### src/rtl/pe_group_mac_n.sv
// K-tap signed dot-product PE group: multiply, adder tree, then accumulate/shift/saturate over in_last-delimited beats.
// Optional build macro PE_RELU_EN clamps negative results to zero after saturation.
module pe_group_mac_n #(
  parameter int K         = 5,
  parameter int DW        = 8,
  parameter int OW        = 11,
  parameter int ACC_EXTRA = 4,
  parameter int SHW       = 4
) (
  input  logic              clk,
  input  logic              rst,
  input  logic              in_valid,
  input  logic              in_last,
  input  logic [K*DW-1:0]   weights,
  input  logic [K*DW-1:0]   ifmaps,
  input  logic [SHW-1:0]    cfg_shift,
  input  logic              flush,
  output logic              out_valid,
  output logic [OW-1:0]     out_data,
  output logic              busy,
  output logic              drain_done
);
  localparam int PW = 2 * DW;
  localparam int SW = PW + $clog2(K);
  localparam int AW = SW + ACC_EXTRA;

  localparam logic signed [AW-1:0] OUT_MAX = {{(AW-OW+1){1'b0}}, {(OW-1){1'b1}}};
  localparam logic signed [AW-1:0] OUT_MIN = {{(AW-OW+1){1'b1}}, {(OW-1){1'b0}}};

  // Stage 1: per-tap products
  logic signed [PW-1:0] prod_d [K];
  logic signed [PW-1:0] prod_q [K];
  logic                 v1_q, l1_q;

  genvar gi;
  generate
    for (gi = 0; gi < K; gi++) begin : g_mul
      logic signed [DW-1:0] w_tap;
      logic signed [DW-1:0] f_tap;
      assign w_tap      = weights[gi*DW +: DW];
      assign f_tap      = ifmaps[gi*DW +: DW];
      assign prod_d[gi] = w_tap * f_tap;
    end
  endgenerate

  always_ff @(posedge clk or negedge rst) begin
    if (!rst) begin
      for (int i = 0; i < K; i++) prod_q[i] <= '0;
      v1_q <= 1'b0;
      l1_q <= 1'b0;
    end else begin
      for (int i = 0; i < K; i++) prod_q[i] <= prod_d[i];
      v1_q <= in_valid & ~flush;
      l1_q <= in_valid & in_last & ~flush;
    end
  end

  // Stage 2: full-precision sum of sign-extended products
  logic signed [SW-1:0] sum_d, sum_q;
  logic                 v2_q, l2_q;

  always_comb begin
    sum_d = '0;
    for (int i = 0; i < K; i++)
      sum_d = sum_d + {{(SW-PW){prod_q[i][PW-1]}}, prod_q[i]};
  end

  always_ff @(posedge clk or negedge rst) begin
    if (!rst) begin
      sum_q <= '0;
      v2_q  <= 1'b0;
      l2_q  <= 1'b0;
    end else begin
      sum_q <= sum_d;
      v2_q  <= v1_q & ~flush;
      l2_q  <= l1_q & ~flush;
    end
  end

  // Stage 3: accumulate, then shift/saturate on the group's last beat
  logic signed [AW-1:0] acc_q, acc_next, shifted;
  logic        [OW-1:0] sat_d, res_d;
  logic        [OW-1:0] out_data_q;
  logic                 out_valid_q;
  logic                 open_q;

  always_comb begin
    acc_next = acc_q + {{(AW-SW){sum_q[SW-1]}}, sum_q};
    shifted  = acc_next >>> cfg_shift;
    if (shifted > OUT_MAX)
      sat_d = OUT_MAX[OW-1:0];
    else if (shifted < OUT_MIN)
      sat_d = OUT_MIN[OW-1:0];
    else
      sat_d = shifted[OW-1:0];
`ifdef PE_RELU_EN
    res_d = sat_d[OW-1] ? '0 : sat_d;
`else
    res_d = sat_d;
`endif
  end

  always_ff @(posedge clk or negedge rst) begin
    if (!rst) begin
      acc_q       <= '0;
      out_data_q  <= '0;
      out_valid_q <= 1'b0;
    end else if (flush) begin
      acc_q       <= '0;
      out_valid_q <= 1'b0;
    end else if (v2_q) begin
      if (l2_q) begin
        out_data_q  <= res_d;
        out_valid_q <= 1'b1;
        acc_q       <= '0;
      end else begin
        acc_q       <= acc_next;
        out_valid_q <= 1'b0;
      end
    end else begin
      out_valid_q <= 1'b0;
    end
  end

  // Open-group flag keeps busy high even when a partial sum happens to be zero
  always_ff @(posedge clk or negedge rst) begin
    if (!rst)
      open_q <= 1'b0;
    else if (flush)
      open_q <= 1'b0;
    else if (in_valid)
      open_q <= ~in_last;
  end

  logic busy_q, drain_done_q;

  always_ff @(posedge clk or negedge rst) begin
    if (!rst) begin
      busy_q       <= 1'b0;
      drain_done_q <= 1'b0;
    end else begin
      busy_q       <= busy;
      drain_done_q <= busy_q & ~busy;
    end
  end

  assign busy       = v1_q | v2_q | (acc_q != '0) | open_q;
  assign out_valid  = out_valid_q;
  assign out_data   = out_data_q;
  assign drain_done = drain_done_q;

endmodule

### config.mk
export PLATFORM = sky130hd
export DESIGN_NAME = pe_group_mac_n
export DESIGN_NICKNAME = d
export VERILOG_FILES = /design/src/rtl/pe_group_mac_n.sv
export SDC_FILE = /design/constraint.sdc
export NUM_CORES = 1
export LEC_CHECK = 0
export ABC_AREA = 0
export CAP_MARGIN = 20
export CORE_UTILIZATION = 50
export CTS_BUF_LIST = sky130_fd_sc_hd__clkbuf_8
export CTS_CLUSTER_SIZE = 16
export DETAILED_ROUTE_END_ITERATION = 12
export PLACE_DENSITY = 0.68
export SETUP_SLACK_MARGIN = 0.05
export SYNTH_ARGS = -nofsm -noshare
export SYNTH_HDL_FRONTEND = slang
export SYNTH_SLANG_ARGS = --single-unit
### constraint.sdc
create_clock -name clk -period 10.83 [get_ports clk]
set_input_delay 1.083 -clock clk [delete_from_list [all_inputs] [get_ports clk]]
set_output_delay 1.083 -clock clk [all_outputs]
set_load 0.01 [all_outputs]
==> results of run 1 <==
[worst min path at each step]
stage,startpoint,to,slack [ps]
after floorplan,l1_q,l2_q,440
after global placement,l1_q,l2_q,450
after detailed placement,busy_q,drain_done,460
after CTS,busy_q,drain_done,480
after global routing,busy_q,drain_done,510
final,busy_q,drain_done,470
[final cells by class]
| class | count | area [sq um] |
|---|---|---|
| multi-input cells | 1492 | 15200 |
| well taps | 525 | 657 |
| inverters | 366 | 1370 |
| clock inverters | 13 | 156 |
| fillers | 3553 | 17500 |
| flip-flops and latches | 141 | 3530 |
| repair buffers | 110 | 1090 |
| clock buffers | 19 | 262 |
[per-stage QoR]
stage,power (mW),setup WS [ps]
after floorplan,5.66,5660
after global placement,6.76,4940
after detailed placement,6.87,4870
after CTS,7.38,5350
after global routing,8.21,5080
final,7.32,5380
[kinds of logic (layout without fill, tap and decap cells)]
group	count (synthesis)	after routing	share of synthesized area
AO/OA/AOI/OAI	297	297	0.103
XOR/XNOR	110	110	0.0475
adder cells (fa/ha/maj)	512	512	0.437
buffers and inverters	402	508	0.0763
flip-flops	141	141	0.174
multiplexers	37	37	0.0230
AND/OR/NAND/NOR	536	536	0.140
[routing by layer]
metal  wire length, um  share of wire  up-vias  track usage
li1                  -              -     6692            -
met1             18600           0.44     6999        0.286
met2             21600           0.51      261        0.380
met3              1180          0.028       50       0.0190
met4               673          0.016        0       0.0542
met5                 0              0        -            0
[sequential cells by signal (all words and copies together), names as in the netlist, 11 cells and up]
signal / flops
acc_q: 23
out_data: 11
prod_q: 80
sum_q: 19
[cell usage after synthesis (17+ instances only)]
cell type  count
a21o_1        28
nand2b_1      46
fa_1         326
nor2_1        72
and2_1       202
inv_1        365
a211oi_1      17
clkbuf_1      23
mux2i_1       24
ha_1         186
xnor2_1       89
dfrtp_1      141
a21oi_1       73
nand2_1      139
o21ai_0       68
xor2_1        21
[tightest hold or removal path: stages (launching register included)]
cell     delay [ps]
dfrtp_1         370
inv_1            50
nor2_1           30
[power groups by stage]
stage / Sequential [mW] / Clock (mW) / Combinational (mW)
floorplan: 0.927 / 0 / 4.73
global placement: 0.991 / 0 / 5.77
detailed placement: 0.990 / 0 / 5.88
CTS: 0.984 / 0.452 / 5.94
global route: 0.999 / 0.471 / 6.74
finish: 0.978 / 0.441 / 5.91
==> results.sh, run 1 <==
export IMPL_status="completed"
export IMPL_synth_area_top_cells="fa_1, dfrtp_1, ha_1, inv_1, and2_1"
export IMPL_root_buffer="clkbuf_8"
export IMPL_reg2reg_depth=19
export IMPL_yosys_cell_types_count=77
export IMPL_synth_seq_cells=141
export IMPL_clock_latency_ps=460
export IMPL_detailed_router_iteration_count_before_antenna_repair=5
export IMPL_placementRows=73
export IMPL_clock_skew_ps=19.0
export IMPL_placement_cell_area_sq_um=21800
export IMPL_fin_crit_sh=0.503
export IMPL_drt_iter0_drc=639
export IMPL_synth_net_count=2636
export IMPL_drive_above_1_share=0.0364
export IMPL_power_switching_mw=3.52
export IMPL_maxCapViolCount=0
export IMPL_synth_warning_count=0
export IMPL_cp_max_fo=8
export IMPL_htree_levels=4
export IMPL_critPathMostFrequentCell="inv_1"
export IMPL_detail_route_vias_per_cell=5.25
export IMPL_global_route_overflow_total=0
export IMPL_post_synth_instance_area_sq_um=20300
export IMPL_timing_final_setup_violations=0
export IMPL_worst_slew_margin_rel=0.360
export IMPL_netlist_area_leader_share=0.322
export IMPL_power_share_sequential=0.133
export IMPL_timing_critical_path_max_delay_family="adder cells"
export IMPL_grt_pass1_wl_um=72100
export IMPL_fp_dieArea_sq_um=41400
export IMPL_grt_antenna_before_repair=0
export IMPL_cp_cell_sequence="clkdlybuf4s50_1 > and2_1 > fa_1 > inv_1 > fa_1 > inv_1 > fa_1 > inv_1 > fa_1 > inv_1 > ha_1 > inv_1 > o21ai_0 > a21oi_1 > nor2b_1 > o21a_1 > o21ai_0 > nand2b_1 > a21oi_1 > o21ai_0 > xnor2_1"
export IMPL_synth_edff_count=0
export IMPL_cellPowerDensity_nw_per_um2=329
export IMPL_cts_root_to_sink_buffers=2
export IMPL_timing_final_max_slew_violations=0
export IMPL_dieWidth_um=203
export IMPL_r2r_setup_slack_ps=5890
export IMPL_syn_mean_instance_area_sq_um=9.96
export IMPL_period_needed_ps=5450
export IMPL_worst_r2r_endpoint="sum_q[17]"
export IMPL_cellLeakagePower_nw=10.5
export IMPL_die_y_um=203
export IMPL_finish_net_count=2729
export IMPL_initial_utilization=0.509
export IMPL_timing_setup_critical_path_class="in -> reg"
export IMPL_buffer_ports_inserted=102
export IMPL_grt_pass1_vias=14876
export IMPL_worstSetupPathDepth=21
export IMPL_clkTransAtPathRegs_ps=90
export IMPL_critPathMaxStageDelay_ps=550
export IMPL_cp_required_ps=11190
export IMPL_numPlacedInstances=2633
export IMPL_detailedPlacementHpwl_um=35300
export IMPL_layout_common_cells="inv_1, fa_1, and2_1"
export IMPL_grt_setup_unrepaired="false"
export IMPL_reg2reg_from="prod_q[1]"
export IMPL_crit_path_end_kind="flop"
export IMPL_drt_wirelength_per_cell_um=15.7
export IMPL_min_path_cells=2
export IMPL_share_comb_of_total_power=0.806
export IMPL_place_gp_congestion=0.907
export IMPL_worst_setup_startpoint="weights[22]"
export IMPL_postLayoutCellArea_sq_um=22300
export IMPL_critical_path_startpoint_type="primary input"
export IMPL_drt_drc_violations_left=0
export IMPL_max_slew_worst_pin_slew_ps=958
export IMPL_hold_worst_slack_ps=472
export IMPL_switching_share=0.480
export IMPL_detail_route_antenna_nets=0
export IMPL_layoutNonFillerInstCount=2666
export IMPL_critical_path_n_buffers_inverters=6
export IMPL_final_common_cell="inv_1"
export IMPL_fin_util=0.559
export IMPL_clkSinkCount=141
export IMPL_io_pins=103
export IMPL_hold_class="reg -> reg"
export IMPL_groute_usage_overall=0.216
export IMPL_areaGrowthSynthToFinish_pct=9.89
export IMPL_ys_seq_area_frac=0.174
export IMPL_slowest_stage="clkdlybuf4s50_1"
export IMPL_postCtsHoldBufs=0
export IMPL_design_core_area_sq_um=39800
export IMPL_dominant_register_cell_in_the_synthesized_netlist="dfrtp_1"
export IMPL_critical_path_endpoint="prod_q[47]"
export IMPL_number_of_cts_inserted_buffers=17
export IMPL_timing_critical_path_arrival_ps=5810
export IMPL_post_synth_inst_count=2035
export IMPL_ir_drop_uv=342
export IMPL_cts_setup_buffers=0
export IMPL_totalWireLength_um=42000
export IMPL_cts_tree="built"
export IMPL_p_int_mw=3.81
export IMPL_dr_total_vias=14002
export IMPL_power_clock_fraction=0.060
export IMPL_setup_tns_final_ps=0
export IMPL_final_hold_violation_count=0
export IMPL_cts_resized=0
export IMPL_synthDominantAreaCellType="fa_1"
export IMPL_clock_fmax_ghz=0.183
export IMPL_pin_count_of_the_biggest_net_entering_global_routing=93
export IMPL_synth_async_sr_flop_share=1.00
export IMPL_n_antenna_cell=0
Note: power is estimated with default switching activity, not from simulation.
==> inputs of run 2 (changes only) <==
clock period = 5.3 ns   (was 10.83 ns; I/O delays follow)
==> results.sh, run 2 (synthesized netlist as in run 1, its figures left out) <==
export IMPL_status="completed"
export IMPL_grt_antenna_before_repair=0
export IMPL_detail_route_antenna_nets=0
export IMPL_areaGrowthSynthToFinish_pct=11.9
export IMPL_slowest_stage="clkdlybuf4s50_1"
export IMPL_design_core_area_sq_um=39800
export IMPL_drt_wirelength_per_cell_um=15.9
export IMPL_place_gp_congestion=0.879
export IMPL_worst_slew_margin_rel=0.344
export IMPL_detail_route_vias_per_cell=5.22
export IMPL_timing_setup_critical_path_class="in -> reg"
export IMPL_totalWireLength_um=43200
export IMPL_groute_layer_met1_usage=0.307
export IMPL_detailedPlacementHpwl_um=36700
export IMPL_final_common_cell="inv_1"
export IMPL_critical_path_startpoint_type="primary input"
export IMPL_cts_root_to_sink_buffers=2
export IMPL_clock_skew_ps=15.7
export IMPL_fillers=3497
export IMPL_placement_cell_area_sq_um=22300
export IMPL_postLayoutCellArea_sq_um=22700
export IMPL_clkSinkCount=141
export IMPL_finish_net_count=2788
export IMPL_fp_dieArea_sq_um=41400
export IMPL_postCtsHoldBufs=0
export IMPL_io_pins=103
export IMPL_htree_levels=4
export IMPL_global_route_usage_met3=0.0238
export IMPL_cp_required_ps=5660
export IMPL_pre_cts_slack_ps=-28.5
export IMPL_clock_latency_ps=470
export IMPL_detailed_router_iteration_count_before_antenna_repair=5
export IMPL_cts_setup_buffers=0
export IMPL_worst_setup_startpoint="ifmaps[4]"
export IMPL_initial_utilization=0.509
export IMPL_clkTransAtPathRegs_ps=90
export IMPL_met2_usage=0.395
export IMPL_crit_path_end_kind="flop"
export IMPL_reg2reg_from="prod_q[1]"
export IMPL_registers_with_the_most_flip_flops="prod_q x80, acc_q x23, sum_q x19"
export IMPL_timing_final_setup_violations=0
export IMPL_groute_usage_overall=0.226
export IMPL_cp_max_fo=8
export IMPL_cts_resized=0
export IMPL_cts_tree="built"
export IMPL_timing_final_max_slew_violations=0
export IMPL_n_antenna_cell=0
export IMPL_top_register="prod_q"
export IMPL_r2r_setup_slack_ps=560
export IMPL_critPathMostFrequentCell="fa_1"
export IMPL_global_route_overflow_total=0
export IMPL_cellPowerDensity_nw_per_um2=670
export IMPL_grt_setup_unrepaired="false"
export IMPL_timing_final_ws_setup_ps=469
export IMPL_number_of_cts_inserted_buffers=17
export IMPL_grt_pass1_wl_um=75400
export IMPL_grt_busiest_layer="met2"
export IMPL_clock_fmax_ghz=0.207
export IMPL_max_reg_flops=80
export IMPL_cellLeakagePower_nw=10.8
export IMPL_worst_r2r_endpoint="sum_q[17]"
export IMPL_fin_crit_sh=0.912
export IMPL_final_hold_violation_count=0
export IMPL_timing_critical_path_arrival_ps=5190
export IMPL_pin_count_of_the_biggest_net_entering_global_routing=95
export IMPL_reg2reg_depth=19
export IMPL_grt_pass1_vias=15360
export IMPL_layout_common_cells="inv_1, fa_1, and2_1"
export IMPL_dr_total_vias=14234
export IMPL_max_slew_worst_pin_slew_ps=983
export IMPL_period_needed_ps=4830
export IMPL_dieWidth_um=203
export IMPL_cp_cell_sequence="clkdlybuf4s50_1 > and2_1 > fa_1 > inv_1 > fa_1 > fa_1 > fa_1 > inv_1 > ha_1 > a21oi_1 > o21ai_0 > a21oi_1 > nor2b_1 > o21a_1 > o21ai_0 > nand2b_1 > a21oi_1 > o21ai_0 > xnor2_1"
export IMPL_drt_iter0_drc=649
export IMPL_drt_drc_violations_left=0
export IMPL_die_y_um=203
export IMPL_placementRows=73
export IMPL_critical_path_endpoint="prod_q[79]"
export IMPL_drive_above_1_share=0.0627
export IMPL_maxCapViolCount=0
export IMPL_critPathMaxStageDelay_ps=550
export IMPL_root_buffer="clkbuf_8"
export IMPL_buffer_ports_inserted=102
export IMPL_ir_drop_uv=790
export IMPL_hold_class="in -> async"
run 2: layout make-up:
class / instances / area, sq um / share of cell area
Inverter: 366 / 1370 / 0.0605
Multi-Input combinational cell: 1492 / 15200 / 0.670
Timing Repair Buffer: 169 / 1530 / 0.0672
Tap cell: 525 / 657 / 0.0289
Clock buffer: 17 / 234 / 0.0103
Clock inverter: 15 / 169 / 0.00744
Sequential cell: 141 / 3530 / 0.155
run 2: per-stage QoR:
step           setup TNS [ps]  total power, mW  instances  hold slack, ps   util
2_1_floorplan               0             11.6       2035             234      -
3_3_place_gp                0             13.9       2693             444  0.560
3_5_place_dp            -47.9             14.3       2693             461  0.560
4_1_cts                     0             15.3       2725             163  0.570
5_1_grt                     0             17.0       2725             193  0.570
6_report                    0             15.2       2725             128  0.570
run 2: worst max-delay path, delay by kind of cell:
kind | cells | cell delay [ps]
buffers and inverters | 3 | 690
AO/OA/AOI/OAI | 7 | 1230
AND/OR/NAND/NOR | 3 | 410
XOR/XNOR | 1 | 140
adder cells (fa/ha/maj) | 5 | 2180
run 2: power by group:
group	leakage (nW)	switching, mW	internal [mW]
clock	0.199	0.494	0.394
sequential	1.68	0.295	1.70
combinational	8.94	6.60	5.72
run 2: how the worst min path moves through the flow:
stage                     startpoint    endpoint  slack (ps)  cells after the start
after floorplan                  rst    acc_q[0]         230                      0
final                            rst  drain_done         130                      1
after global routing             rst  drain_done         190                      1
after detailed placement        l1_q        l2_q         460                      1
after CTS                        rst  drain_done         160                      1
after global placement          l1_q        l2_q         440                      1
run 2: routing by layer:
metal | share of wire | wire length, um
met2 | 0.51 | 21900
met5 | 0 | 0
met3 | 0.027 | 1190
met1 | 0.45 | 19600
met4 | 0.011 | 473
